===== src/rtl/decode_stage.sv =====
// rtl/decode_stage.sv - Registered RV32I/Zicsr decode stage with valid/ready handshake
//
// Purpose: decodes the instruction offered by fetch into an ALU command, memory
// access type, two operands, destination register and branch/jump target. The
// decoded bundle is registered (1-cycle latency, 1 instruction/cycle throughput).
//
// Configuration macro: DECODE_STAGE_SCOREBOARD_EN
//   defined   - NREGS busy bits stall read-after-write hazards until writeback
//   undefined - no stall; wb_valid/wb_rd are ignored
//
// Ports:
//   clk, rst                  clock, synchronous active-high reset
//   in_valid/in_ready         fetch-side handshake
//   in_instr, in_pc           instruction word and its address
//   rs1_addr/rs2_addr         combinational regfile read indices
//   rs1_data/rs2_data         regfile read data
//   csr_data                  CSR read data for in_instr[31:20]
//   out_valid/out_ready       execute-side handshake
//   out_alu_op, out_access    common::alu_cmd, common::mem_access_type
//   out_op1, out_op2          operands
//   out_rd, out_wb_en         destination register and its write enable
//   out_pc4, out_target       pc+4 and branch/jump target
//   out_is_jump, out_illegal  control-flow and illegal-instruction flags
//   flush                     kill held bundle and current input
//   wb_valid, wb_rd           writeback completion (scoreboard only)

package common;
    typedef enum logic [3:0] {
        ALU_ADD  = 4'd0,
        ALU_SUB  = 4'd1,
        ALU_SLL  = 4'd2,
        ALU_SLT  = 4'd3,
        ALU_SLTU = 4'd4,
        ALU_XOR  = 4'd5,
        ALU_SRL  = 4'd6,
        ALU_SRA  = 4'd7,
        ALU_OR   = 4'd8,
        ALU_AND  = 4'd9,
        ALU_BEQ  = 4'd10,
        ALU_BNE  = 4'd11,
        ALU_BGE  = 4'd12,
        ALU_BGEU = 4'd13,
        ALU_ANDN = 4'd14,
        ALU_ILL  = 4'd15
    } alu_cmd;

    typedef enum logic [3:0] {
        ACC_NONE = 4'd0,
        ACC_LB   = 4'd1,
        ACC_LH   = 4'd2,
        ACC_LW   = 4'd3,
        ACC_LBU  = 4'd4,
        ACC_LHU  = 4'd5,
        ACC_SB   = 4'd6,
        ACC_SH   = 4'd7,
        ACC_SW   = 4'd8
    } mem_access_type;
endpackage

module decode_stage #(
    parameter int XLEN   = 32,
    parameter int NREGS  = 32,
    parameter int CSR_EN = 1
) (
    input  logic            clk,
    input  logic            rst,
    input  logic            in_valid,
    output logic            in_ready,
    input  logic [31:0]     in_instr,
    input  logic [XLEN-1:0] in_pc,
    output logic [4:0]      rs1_addr,
    output logic [4:0]      rs2_addr,
    input  logic [XLEN-1:0] rs1_data,
    input  logic [XLEN-1:0] rs2_data,
    input  logic [XLEN-1:0] csr_data,
    output logic            out_valid,
    input  logic            out_ready,
    output logic [3:0]      out_alu_op,
    output logic [3:0]      out_access,
    output logic [XLEN-1:0] out_op1,
    output logic [XLEN-1:0] out_op2,
    output logic [4:0]      out_rd,
    output logic            out_wb_en,
    output logic [XLEN-1:0] out_pc4,
    output logic [XLEN-1:0] out_target,
    output logic            out_is_jump,
    output logic            out_illegal,
    input  logic            flush,
    input  logic            wb_valid,
    input  logic [4:0]      wb_rd
);
    import common::*;

    localparam logic [6:0] OPC_LOAD     = 7'b0000011;
    localparam logic [6:0] OPC_MISC_MEM = 7'b0001111;
    localparam logic [6:0] OPC_OP_IMM   = 7'b0010011;
    localparam logic [6:0] OPC_AUIPC    = 7'b0010111;
    localparam logic [6:0] OPC_STORE    = 7'b0100011;
    localparam logic [6:0] OPC_OP       = 7'b0110011;
    localparam logic [6:0] OPC_LUI      = 7'b0110111;
    localparam logic [6:0] OPC_BRANCH   = 7'b1100011;
    localparam logic [6:0] OPC_JALR     = 7'b1100111;
    localparam logic [6:0] OPC_JAL      = 7'b1101111;
    localparam logic [6:0] OPC_SYSTEM   = 7'b1110011;

    function automatic logic [XLEN-1:0] sext32(input logic [31:0] v);
        return XLEN'($signed(v));
    endfunction

    // Instruction fields
    logic [6:0] opcode;
    logic [2:0] funct3;
    logic [6:0] funct7;
    logic [4:0] rd_f, rs1_f, rs2_f;
    logic [XLEN-1:0] imm_i, imm_s, imm_b, imm_u, imm_j, uimm;

    assign opcode = in_instr[6:0];
    assign funct3 = in_instr[14:12];
    assign funct7 = in_instr[31:25];
    assign rd_f   = in_instr[11:7];
    assign rs1_f  = in_instr[19:15];
    assign rs2_f  = in_instr[24:20];

    assign imm_i = sext32({{20{in_instr[31]}}, in_instr[31:20]});
    assign imm_s = sext32({{20{in_instr[31]}}, in_instr[31:25], in_instr[11:7]});
    assign imm_b = sext32({{19{in_instr[31]}}, in_instr[31], in_instr[7],
                           in_instr[30:25], in_instr[11:8], 1'b0});
    assign imm_u = sext32({in_instr[31:12], 12'b0});
    assign imm_j = sext32({{11{in_instr[31]}}, in_instr[31], in_instr[19:12],
                           in_instr[20], in_instr[30:21], 1'b0});
    assign uimm  = XLEN'(rs1_f);

    assign rs1_addr = rs1_f;
    assign rs2_addr = rs2_f;

    // Decode results (next-state for the output register)
    logic [3:0]      alu_d, access_d;
    logic [XLEN-1:0] op1_d, op2_d, target_d, pc4_d;
    logic            jump_d, illegal_d, wb_en_d;
    logic            legal, writes_rd, use_rs1, use_rs2, chk_rs1, bad_idx;

    assign pc4_d = in_pc + XLEN'(4);

    always_comb begin
        alu_d     = ALU_ILL;
        access_d  = ACC_NONE;
        op1_d     = '0;
        op2_d     = '0;
        target_d  = '0;
        jump_d    = 1'b0;
        legal     = 1'b0;
        writes_rd = 1'b0;
        use_rs1   = 1'b0;
        use_rs2   = 1'b0;
        chk_rs1   = 1'b0;
        bad_idx   = 1'b0;
        illegal_d = 1'b0;
        wb_en_d   = 1'b0;

        case (opcode)
            OPC_OP: begin
                op1_d = rs1_data; op2_d = rs2_data;
                use_rs1 = 1'b1; use_rs2 = 1'b1; writes_rd = 1'b1;
                if (funct7 == 7'b0000000) begin
                    legal = 1'b1;
                    case (funct3)
                        3'b000:  alu_d = ALU_ADD;
                        3'b001:  alu_d = ALU_SLL;
                        3'b010:  alu_d = ALU_SLT;
                        3'b011:  alu_d = ALU_SLTU;
                        3'b100:  alu_d = ALU_XOR;
                        3'b101:  alu_d = ALU_SRL;
                        3'b110:  alu_d = ALU_OR;
                        default: alu_d = ALU_AND;
                    endcase
                end else if (funct7 == 7'b0100000) begin
                    if (funct3 == 3'b000) begin alu_d = ALU_SUB; legal = 1'b1; end
                    if (funct3 == 3'b101) begin alu_d = ALU_SRA; legal = 1'b1; end
                end
            end
            OPC_OP_IMM: begin
                op1_d = rs1_data; op2_d = imm_i;
                use_rs1 = 1'b1; writes_rd = 1'b1;
                case (funct3)
                    3'b000: begin alu_d = ALU_ADD;  legal = 1'b1; end
                    3'b010: begin alu_d = ALU_SLT;  legal = 1'b1; end
                    3'b011: begin alu_d = ALU_SLTU; legal = 1'b1; end
                    3'b100: begin alu_d = ALU_XOR;  legal = 1'b1; end
                    3'b110: begin alu_d = ALU_OR;   legal = 1'b1; end
                    3'b111: begin alu_d = ALU_AND;  legal = 1'b1; end
                    3'b001: begin alu_d = ALU_SLL;  legal = (funct7 == 7'b0000000); end
                    default: begin
                        // Shift amount is imm[4:0]; funct7 selects logical/arith
                        if (funct7 == 7'b0000000) begin alu_d = ALU_SRL; legal = 1'b1; end
                        if (funct7 == 7'b0100000) begin alu_d = ALU_SRA; legal = 1'b1; end
                    end
                endcase
            end
            OPC_LOAD: begin
                op1_d = rs1_data; op2_d = imm_i; alu_d = ALU_ADD;
                use_rs1 = 1'b1; writes_rd = 1'b1; legal = 1'b1;
                case (funct3)
                    3'b000:  access_d = ACC_LB;
                    3'b001:  access_d = ACC_LH;
                    3'b010:  access_d = ACC_LW;
                    3'b100:  access_d = ACC_LBU;
                    3'b101:  access_d = ACC_LHU;
                    default: legal = 1'b0;
                endcase
            end
            OPC_STORE: begin
                op1_d = rs1_data; op2_d = imm_s; alu_d = ALU_ADD;
                use_rs1 = 1'b1; use_rs2 = 1'b1; legal = 1'b1;
                case (funct3)
                    3'b000:  access_d = ACC_SB;
                    3'b001:  access_d = ACC_SH;
                    3'b010:  access_d = ACC_SW;
                    default: legal = 1'b0;
                endcase
            end
            OPC_BRANCH: begin
                op1_d = rs1_data; op2_d = rs2_data;
                target_d = in_pc + imm_b; jump_d = 1'b1;
                use_rs1 = 1'b1; use_rs2 = 1'b1; legal = 1'b1;
                // BLT/BLTU reuse the set-less-than commands
                case (funct3)
                    3'b000:  alu_d = ALU_BEQ;
                    3'b001:  alu_d = ALU_BNE;
                    3'b100:  alu_d = ALU_SLT;
                    3'b101:  alu_d = ALU_BGE;
                    3'b110:  alu_d = ALU_SLTU;
                    3'b111:  alu_d = ALU_BGEU;
                    default: legal = 1'b0;
                endcase
            end
            OPC_LUI: begin
                op1_d = imm_u; alu_d = ALU_ADD; writes_rd = 1'b1; legal = 1'b1;
            end
            OPC_AUIPC: begin
                op1_d = imm_u; op2_d = in_pc; alu_d = ALU_ADD; writes_rd = 1'b1; legal = 1'b1;
            end
            OPC_JAL: begin
                op1_d = XLEN'(1); alu_d = ALU_ADD; writes_rd = 1'b1; legal = 1'b1;
                target_d = in_pc + imm_j; jump_d = 1'b1;
            end
            OPC_JALR: begin
                op1_d = XLEN'(1); alu_d = ALU_ADD; writes_rd = 1'b1; use_rs1 = 1'b1;
                target_d = (rs1_data + imm_i) & ~XLEN'(1); jump_d = 1'b1;
                legal = (funct3 == 3'b000);
            end
            OPC_MISC_MEM: begin
                // FENCE: a no-op in this in-order pipeline
                alu_d = ALU_ADD; legal = (funct3 == 3'b000);
            end
            OPC_SYSTEM: begin
                // ECALL/EBREAK (funct3=0) are delivered as illegal so execute traps
                if (CSR_EN != 0) begin
                    op1_d = csr_data; writes_rd = 1'b1; legal = 1'b1;
                    case (funct3)
                        3'b001: begin alu_d = ALU_ADD; chk_rs1 = 1'b1; end
                        3'b010: begin alu_d = ALU_OR;   op2_d = rs1_data; use_rs1 = 1'b1; end
                        3'b011: begin alu_d = ALU_ANDN; op2_d = rs1_data; use_rs1 = 1'b1; end
                        3'b101: alu_d = ALU_ADD;
                        3'b110: begin alu_d = ALU_OR;   op2_d = uimm; end
                        3'b111: begin alu_d = ALU_ANDN; op2_d = uimm; end
                        default: legal = 1'b0;
                    endcase
                end
            end
            default: legal = 1'b0;
        endcase

        // Register indices beyond NREGS (RV32E) make the encoding illegal
        bad_idx = ((use_rs1 || chk_rs1) && (int'(rs1_f) >= NREGS)) ||
                  (use_rs2 && (int'(rs2_f) >= NREGS)) ||
                  (writes_rd && (int'(rd_f) >= NREGS));

        if (!legal || bad_idx) begin
            alu_d     = ALU_ILL;
            access_d  = ACC_NONE;
            op1_d     = '0;
            op2_d     = '0;
            target_d  = '0;
            jump_d    = 1'b0;
            use_rs1   = 1'b0;
            use_rs2   = 1'b0;
            illegal_d = 1'b1;
        end else begin
            wb_en_d = writes_rd && (rd_f != 5'd0);
        end
    end

    // Handshake
    logic valid_q;
    logic wb_en_q;
    logic stall, handoff, accept;

    assign handoff  = valid_q && out_ready && !flush;
    assign in_ready = !flush && !stall && (!valid_q || out_ready);
    assign accept   = in_valid && in_ready;

`ifdef DECODE_STAGE_SCOREBOARD_EN
    logic [NREGS-1:0] busy_q, busy_d, set_mask, clr_mask;
    logic             hazard;

    always_comb begin
        set_mask = '0;
        clr_mask = '0;
        hazard   = 1'b0;
        for (int r = 1; r < NREGS; r++) begin
            if (handoff && wb_en_q && (out_rd == 5'(r))) set_mask[r] = 1'b1;
            if (wb_valid && (wb_rd == 5'(r)))            clr_mask[r] = 1'b1;
        end
        // Set applied after clear so a same-cycle handoff to rd wins
        busy_d    = (busy_q & ~clr_mask) | set_mask;
        busy_d[0] = 1'b0;
        // Compare against next-cycle bits: a writeback this cycle releases the
        // stall immediately, a handoff this cycle blocks a dependent follower
        for (int r = 1; r < NREGS; r++) begin
            if (busy_d[r] && ((use_rs1 && (rs1_f == 5'(r))) ||
                              (use_rs2 && (rs2_f == 5'(r)))))
                hazard = 1'b1;
        end
    end

    assign stall = in_valid && hazard;

    always_ff @(posedge clk) begin
        if (rst) busy_q <= '0;
        else     busy_q <= busy_d;
    end
`else
    logic unused_wb;
    assign unused_wb = ^{wb_valid, wb_rd};
    assign stall     = 1'b0;
`endif

    // Output bundle register
    logic [3:0]      alu_q, access_q;
    logic [XLEN-1:0] op1_q, op2_q, pc4_q, target_q;
    logic [4:0]      rd_q;
    logic            jump_q, illegal_q;

    always_ff @(posedge clk) begin
        if (rst) begin
            valid_q   <= 1'b0;
            alu_q     <= '0;
            access_q  <= ACC_NONE;
            op1_q     <= '0;
            op2_q     <= '0;
            rd_q      <= '0;
            wb_en_q   <= 1'b0;
            pc4_q     <= '0;
            target_q  <= '0;
            jump_q    <= 1'b0;
            illegal_q <= 1'b0;
        end else if (flush) begin
            valid_q <= 1'b0;
        end else if (accept) begin
            valid_q   <= 1'b1;
            alu_q     <= alu_d;
            access_q  <= access_d;
            op1_q     <= op1_d;
            op2_q     <= op2_d;
            rd_q      <= rd_f;
            wb_en_q   <= wb_en_d;
            pc4_q     <= pc4_d;
            target_q  <= target_d;
            jump_q    <= jump_d;
            illegal_q <= illegal_d;
        end else if (handoff) begin
            valid_q <= 1'b0;
        end
    end

    assign out_valid   = valid_q;
    assign out_alu_op  = alu_q;
    assign out_access  = access_q;
    assign out_op1     = op1_q;
    assign out_op2     = op2_q;
    assign out_rd      = rd_q;
    assign out_wb_en   = wb_en_q;
    assign out_pc4     = pc4_q;
    assign out_target  = target_q;
    assign out_is_jump = jump_q;
    assign out_illegal = illegal_q;

endmodule


===== config.mk =====
export PLATFORM = sky130hd
export DESIGN_NAME = decode_stage
export DESIGN_NICKNAME = d
export VERILOG_FILES = /design/src/rtl/decode_stage.sv
export SDC_FILE = /design/constraint.sdc
export NUM_CORES = 1
export LEC_CHECK = 0
export CELL_PAD_IN_SITES_DETAIL_PLACEMENT = 0
export CELL_PAD_IN_SITES_GLOBAL_PLACEMENT = 2
export CORE_ASPECT_RATIO = 0.5
export CORE_MARGIN = 3
export CORE_UTILIZATION = 29
export CTS_CLUSTER_DIAMETER = 150
export DETAILED_ROUTE_END_ITERATION = 8
export PLACE_DENSITY = 0.84
export SETUP_SLACK_MARGIN = 0.4
export SKIP_CTS_REPAIR_TIMING = 1
export SYNTH_ARGS = -nofsm -noshare
export SYNTH_HDL_FRONTEND = slang
export SYNTH_SLANG_ARGS = --single-unit

===== constraint.sdc =====
create_clock -name clk -period 9.8 [get_ports clk]
set_clock_uncertainty 0.2 [all_clocks]
set_input_delay 0.98 -clock clk [delete_from_list [all_inputs] [get_ports clk]]
set_output_delay 0.98 -clock clk [all_outputs]
set_load 0.02 [all_outputs]

# ---- Word-level counts from Yosys, hierarchy flattened
# Index checks and enable logic that the tools add are counted.
dict set report word_totals {
  reg_bits 145
  input_bits 171
  out_inout_bits 156
  wordCells 111
}
dict set report classes {
  add_sub_neg 4
  eq_ne 19
  muxes 42
  bitwise_logic 1
  n_reduce_logical 34
}
# op count
set ops {}
lappend ops {{32-bit one-hot mux with 5 select lines} 1}
lappend ops {{32-bit one-hot mux with 4 select lines} 1}
lappend ops {{32-bit adder} 3}
lappend ops {{32-bit two-way mux} 3}
lappend ops {{32-bit one-hot mux with 3 select lines} 1}
lappend ops {{32-bit one-hot mux with 2 select lines} 1}
lappend ops {{4-bit one-hot mux with 7 select lines} 2}
lappend ops {{32-bit by 3-bit adder with 32-bit output, second input constant} 1}
lappend ops {{4-bit two-way mux} 8}
lappend ops {{7-bit by 6-bit equality test with 1-bit output, second input constant} 4}
lappend ops {{7-bit equality test, second input constant} 4}
lappend ops {{4-bit one-hot mux with 3 select lines} 2}
lappend ops {{4-bit one-hot mux with 6 select lines} 1}
lappend ops {{2-bit OR reduction} 11}
lappend ops {{4-bit one-hot mux with 5 select lines} 1}
lappend ops {{6-bit OR reduction} 3}
lappend ops {{1-bit two-way mux} 17}
lappend ops {{3-bit one-hot mux with 5 select lines} 1}
lappend ops {{7-bit by 5-bit equality test with 1-bit output, second input constant} 2}
lappend ops {{3-bit equality test, second input constant} 4}
lappend ops {{5-bit OR reduction} 2}
lappend ops {{3-bit OR reduction} 3}
lappend ops {{1-bit one-hot mux with 8 select lines} 1}
lappend ops {{4-bit one-hot mux with 2 select lines} 1}
lappend ops {{other kinds (16)} 22}

# ---- Depth between registers and ports, before layout
dict set report depth {
  ltp_word 7
  depth_mapped 17
  mapped_depth_nobuf 14
}

# ---- Worst setup path after synthesis
# Ideal clock, no wire load.
dict set report synth_path {
  kind {input to register}
  startpoint {input port in_instr[5]}
  endpoint {register target_q[21], in the netlist out_target[21]}
  setup_time_ns 0.133
  t_arrival_ns 4.013
  required_ns 9.467
  path_slack_ns 5.454
  path_stages 14
  n_path_buf 3
  path_cell_list {buf_6 > and4b_1 > and3_1 > buf_6 > clkbuf_1 > mux2_2 > ha_1 > nand2b_1 > a211oi_1 > o21ai_4 > o2111a_1 > or2_2 > xor2_1 > o221ai_1}
}
dict set report synth_between {
  elab_chain_len 4
  word_cells_on_any_way 16
  cone_classes {eq/ne: 11; mux: 3; reduce/logical: 2}
}
# item line_no
set synth_rtl {}
lappend synth_rtl {{from (decl)} 69} ;# input logic [31:0] in_instr,
lappend synth_rtl {{7-bit equality test (tied with other cells)} 160} ;# case (opcode)
lappend synth_rtl {{3-bit OR reduction (no source line) / 2-bit OR reduction (equally long branches)} --}
lappend synth_rtl {{1-bit one-hot mux with 8 select lines} 160}
lappend synth_rtl {{32-bit two-way mux *} 278} ;# if (!legal || bad_idx) begin
lappend synth_rtl {{to (signal assigned)} 368} ;# target_q <= target_d;
lappend synth_rtl {{to (decl)} 340} ;# logic [XLEN-1:0] op1_q, op2_q, pc4_q, target_q;
# Every way passes the cells marked *; elsewhere a longest branch is shown, timed or not.
# A chain may end at the register's enable or synchronous reset.

# ---- Final worst setup path
dict set report layout_path {
  startpoint {input port in_instr[4]}
  endpoint {register target_q[28], in the netlist out_target[28]}
}
# The elaborated chain is that of the path after synthesis.

==> impl_results.md <==
- Status: finished clean
- Utilization after layout: between 40% and 50%
- Tot Pwr: about 1.8 mW
- RSZ-0062 raised after global routing: no
- Core footprint: approximately 37000 sq um
- Die W: around 280 um
- Pre-CTS setup slack: between 3000 and 4000 ps
- FF/Latch Area: 2900 sq um
- # fillers: approximately 3700
- Yosys top cell area share: a little over a quarter
- Setup ws final: a little over 4000 ps
- Clock transition at the registers of the reported paths: roughly 70 ps
- Least-Margin Pin Slew: between 1000 and 1500 ps
- Syn_nets: roughly 1600
- Share of cells above drive strength 1: under 10%
- H-tree depth: 4
- Largest net degree at the start of global routing: 79
- # clock sinks: between 100 and 150
- CTS tree: built
- First DRT Iteration DRCs: 1256
- Kind of path behind the tightest hold check: reg2reg
- Min Clock Period, post-route: ~5700 ps
- Critical path launch point type: input pin
- CTS Buf Count: 17
- Starting density of the core: a little under a third
- Leak pwr: 5.46 nW
- Rows: just under 50
- Max VDD drop: 0.0860 mV
- Max Freq: 175 MHz
- I/O Buffers: 320
- Synth unique cells: 85
- Synth Flop Type: dfxtp_1
- Gr busiest metal: met2
- Die height: 144 um
- Clock latency at the later pin of the worst-skew pair: approximately 440 ps
- Area of the die: a little over 40000 sq um
- WS Path Type: in2reg
- Area occupied by multi-input gates: roughly 7600 sq um
- Synth area leader: dfxtp_1
- Post-synth EDFFs: 0
- R2R Setup Slk: about 7000 ps
- Nets: 1899
- DRT antenna net count: 0
- WL/cell: between 20 and 25 um
- Routed WL: 52800 um
- Synthesis-stage register bit count: approximately 150
- Hold Fails Final Rpt: 0
- Vias in the first global route: approximately 12000
- CTS max path bufs: 2
- Mapped Cells: 1412
- Vias: approximately 12000
- Sequential fraction of the synthesis area: 26.2%
- Slew Limit Headroom: between 10% and 20%
- Min-Delay Endpoint: out_op2[2]
- Reg-to-Reg Start: out_valid
- DP Cell Count: 2127
- Pwr/cell area: ~120 nW/um^2
- Hold Path Depth: 2
- R2r worst-path depth: 7
- First-pass GRT wire length: 76800 um
- Critical Path Fanout Max: 16
- Area growth syn-to-layout: 36.9%
- Synthesized area per cell: ~7.9 sq um
- Crit. End Element: flip-flop
- I/O Pins: approximately 330
- RR Endpoint: out_target[8]
- Final instance area: roughly 15000 sq um
- Post-DP HPWL: 41500 um
- Total number of yosys warnings: 0
- All-Layer GR Usage: between 20% and 30%
- Met1 Usage GRT: ~34%
- Post-synth ARST share: 0%
- # DRC: 0
- Crit path DAT: between 5000 and 6000 ps
- DR vias/cell: between 5 and 6
- Met3 Track Usage GR: between 4 and 5%
- Placed cell area: 14600 sq um
- Drt first pass iters: 8
- Synth Cell Area: about 11000 sq um
- Placer Congestion: 0.956
- Final TNS setup: 0 ps
- Max Cap Viol: 0
- Antenna violations before repair: 3
- Synth area leaders: dfxtp_1 26%, ha_1 7.2%, nand2_1 5.2%, a21oi_1 5.1%, a21o_1 4.9%
- CP required: between 9000 and 10000 ps
- Total grt overflow: 0
- Final period util: approximately three fifths
- CTS root buf: clkbuf_16
- Most common cell after layout, fill and taps aside: clkdlybuf4s50_1
- Hold slack: approximately 250 ps
- Final count of pins violating max slew: 0
- Global-route met2 utilization: approximately two fifths
- Hold Startpoint: out_op2[2]
- Most frequent cells in the layout: 319 x clkdlybuf4s50_1, 152 x nand2_1, 145 x dfxtp_1, 121 x nor2_1, 112 x a21oi_1
- Final setup viols: 0
- Fin cells: 2160
[registers in the layout, indices dropped and copies added (netlist names)]
register and flops:
out_is_jump 1, out_valid 1, out_op1 32, out_access 4
out_op2 32, out_target 32, out_illegal 1, out_pc4 32
out_wb_en 1, out_rd 5, out_alu_op 4
[Yosys cell counts (17+ instances only)]
library cell	count
a2bb2oi_1	33
xnor2_1	34
nand3_1	41
nor3_1	18
o21ai_1	30
and2_1	18
inv_1	22
nor2_1	121
nand2_1	153
o21a_1	17
o21ai_0	25
a21o_1	72
dfxtp_1	145
a22oi_1	29
a211oi_1	41
xor2_1	44
ha_1	64
a21oi_1	112
a222oi_1	31
clkbuf_1	75
and3_1	26
nand4_1	18
a221oi_1	23
[worst max path at each step]
stage | startpoint | endpoint | slack (ps) | cells past startpoint
floorplan | in_instr[5] | out_target[21] | 5450 | 14
global placement | in_instr[4] | out_target[28] | 3750 | 14
detailed placement | in_instr[4] | out_target[28] | 3800 | 14
CTS | in_instr[4] | out_target[28] | 4230 | 14
global route | in_instr[4] | out_target[28] | 3740 | 14
finish | in_instr[4] | out_target[28] | 4070 | 14
[cell type report]
cell class                      instances  share of cell area (%)
Inverter                               25                   0.618
Antenna cell                            1                  0.0165
Clock buffer                           17                    2.80
Multi-Input combinational cell       1133                    50.1
Tap cell                              484                    3.99
Timing Repair Buffer                  340                    22.1
Sequential cell                       145                    19.1
Clock inverter                         15                    1.28
[where the power goes]
group	leakage [nW]	internal [mW]	switching, mW
clock network	0.305	0.410	0.310
logic	3.98	0.214	0.296
registers	1.18	0.600	0.00636
total	5.46	1.22	0.612
[per-layer routing]
layer	share of wire, %	vias up	wire (um)
met5	0	-	0
met4	2.6	0	1350
met3	5.2	63	2740
met2	46	409	24500
met1	46	6161	24200
li1	-	5808	-
[worst max-delay path, cell delays in order]
cell             delay, ps
clkdlybuf4s50_1        690
and4b_1                450
and3_1                 640
nor2b_1                270
a21o_1                 270
ha_1                   460
nand4_1                290
nor3_1                 240
inv_1                   70
a211oi_1               620
o221ai_1               330
a31oi_1                260
xnor2_1                160
o211ai_1               110
[cell families after synthesis]
logic type / Yosys count / share of synthesized area [%]
compound gates: 518 / 33.6
simple gates: 458 / 19.8
fa+ha+maj: 66 / 7.58
flops: 145 / 26.2
xor+xnor: 78 / 6.16
buf+inv: 134 / 5.45
mux: 13 / 1.24
Note: power is estimated with default switching activity, not from simulation.
==> RTL change (config.mk and constraints unchanged) <==
The parameter `XLEN` goes from 32 to 24.
--- a/src/rtl/decode_stage.sv
+++ b/src/rtl/decode_stage.sv
@@ -58,7 +58,7 @@
 endpackage
 
 module decode_stage #(
-    parameter int XLEN   = 32,
+    parameter int XLEN   = 24,
     parameter int NREGS  = 32,
     parameter int CSR_EN = 1
 ) (
Ports: changed (8 resized); port bits go from 327 to 263. The function was not compared with the original's and may differ.
==> RTL change against the unedited design <==
  * Clock power is 19% lower
  * Sequential cell count is 32 lower
  * Wire length down 32%
  * Maximum frequency increased by 3.8%
  * Worst hold slack got worse by 1.9 ps
  * Synthesized area shrank 25%
  * Final area shrank 24%
  * Power down 23%
  * Largest power group unchanged
  * Critical endpoint is now out_target[19]$_SDFFE_PP0P_
  * Count of clock-buffer cells in the layout up 7
  * Worst setup slack improved by 210 ps
==> RTL change: results <==
[run_status]
status = "finished clean"

[routing]
met3_length_mm = 2.28
drtPass1Iterations = 7
route.met2.wl_mm = 16.6
drtIter0Drc = 900
met1_length_mm = 15.8

[synthesis]
synth_compound_area_share_pct = 32.9
synthXorXnorAreaFrac_pct = 6.57
netlist_top_cells_area = "dfxtp_1 27%, ha_1 7.7%, nand2_1 5.6%"
synthesis.nets = 1225
synth_seq_cells = 113
synth.avg_cell_area_sq_um = 8.00
post_synth_num_cell_types = 77
synthAdderAreaFrac_pct = 8.21
synthMuxAreaShare_pct = 0.727

[min_path]
min_to = "out_op2[12]$_SDFFE_PP0P_"
min_from = "out_op2[12]$_SDFFE_PP0P_"

[final_layout]
regArea_sq_um = 2260
layoutNonFillerInstCount = 1626
finalNetCount = 1432
nMultiInputCombCells = 827
clk_share_pct = 4.68
buf_share_pct = 22.7
signal_buffers = 263
inv_count = 18
clock_buffers = 24

[global_route]
grtUsageMet1_pct = 30.1
gr-usage-met3_pct = 5.69
grt_pass1_vias = 8569
grt_max_degree = 77

[place]
hpwl_mm = 27.4
pre_cts_slack_ps = 3950
routabilityCongestion = 0.936
dpl_cell_area_sq_um = 11000

[sta]
worstMarginPinSlew_ps = 1260
timing.hold.ws_ps = 253

[pwr]
swShare_pct = 30.3
p_per_area_nw_per_um2 = 123

[critical_path]
crit_slowest_cell = "and2_0"
r2r_end = "out_target[22]$_SDFFE_PP0P_"
crit_fanout = 14
rrSetupSlack_ps = 6930
cpPeakStageDelay_ps = 740
crit_arrival_ps = 5640

[clock_network]
clk_latency_ps = 420

[floorplan]
die_w_um = 245
==> RTL change: worst max path at each step <==
stage / start / to / slack (ps) / depth (start not counted)
4_1_cts: in_instr[4] / out_target[19]$_SDFFE_PP0P_ / 4400 / 18
3_5_place_dp: in_instr[4] / out_target[19]$_SDFFE_PP0P_ / 3950 / 18
3_3_place_gp: in_instr[4] / out_target[19]$_SDFFE_PP0P_ / 3970 / 18
5_1_grt: in_instr[4] / out_target[21]$_SDFFE_PP0P_ / 3980 / 18
6_report: in_instr[4] / out_target[19]$_SDFFE_PP0P_ / 4280 / 18
2_1_floorplan: in_instr[5] / out_target[19]$_SDFFE_PP0P_ / 5420 / 19
==> RTL change: power groups by stage <==
stage / sequential [mW] / combinational (mW) / clock, mW
after floorplan: 0.495 / 0.193 / 0
after global placement: 0.484 / 0.352 / 0
after detailed placement: 0.484 / 0.355 / 0
after CTS: 0.474 / 0.358 / 0.596
after global routing: 0.475 / 0.389 / 0.614
final: 0.474 / 0.361 / 0.584
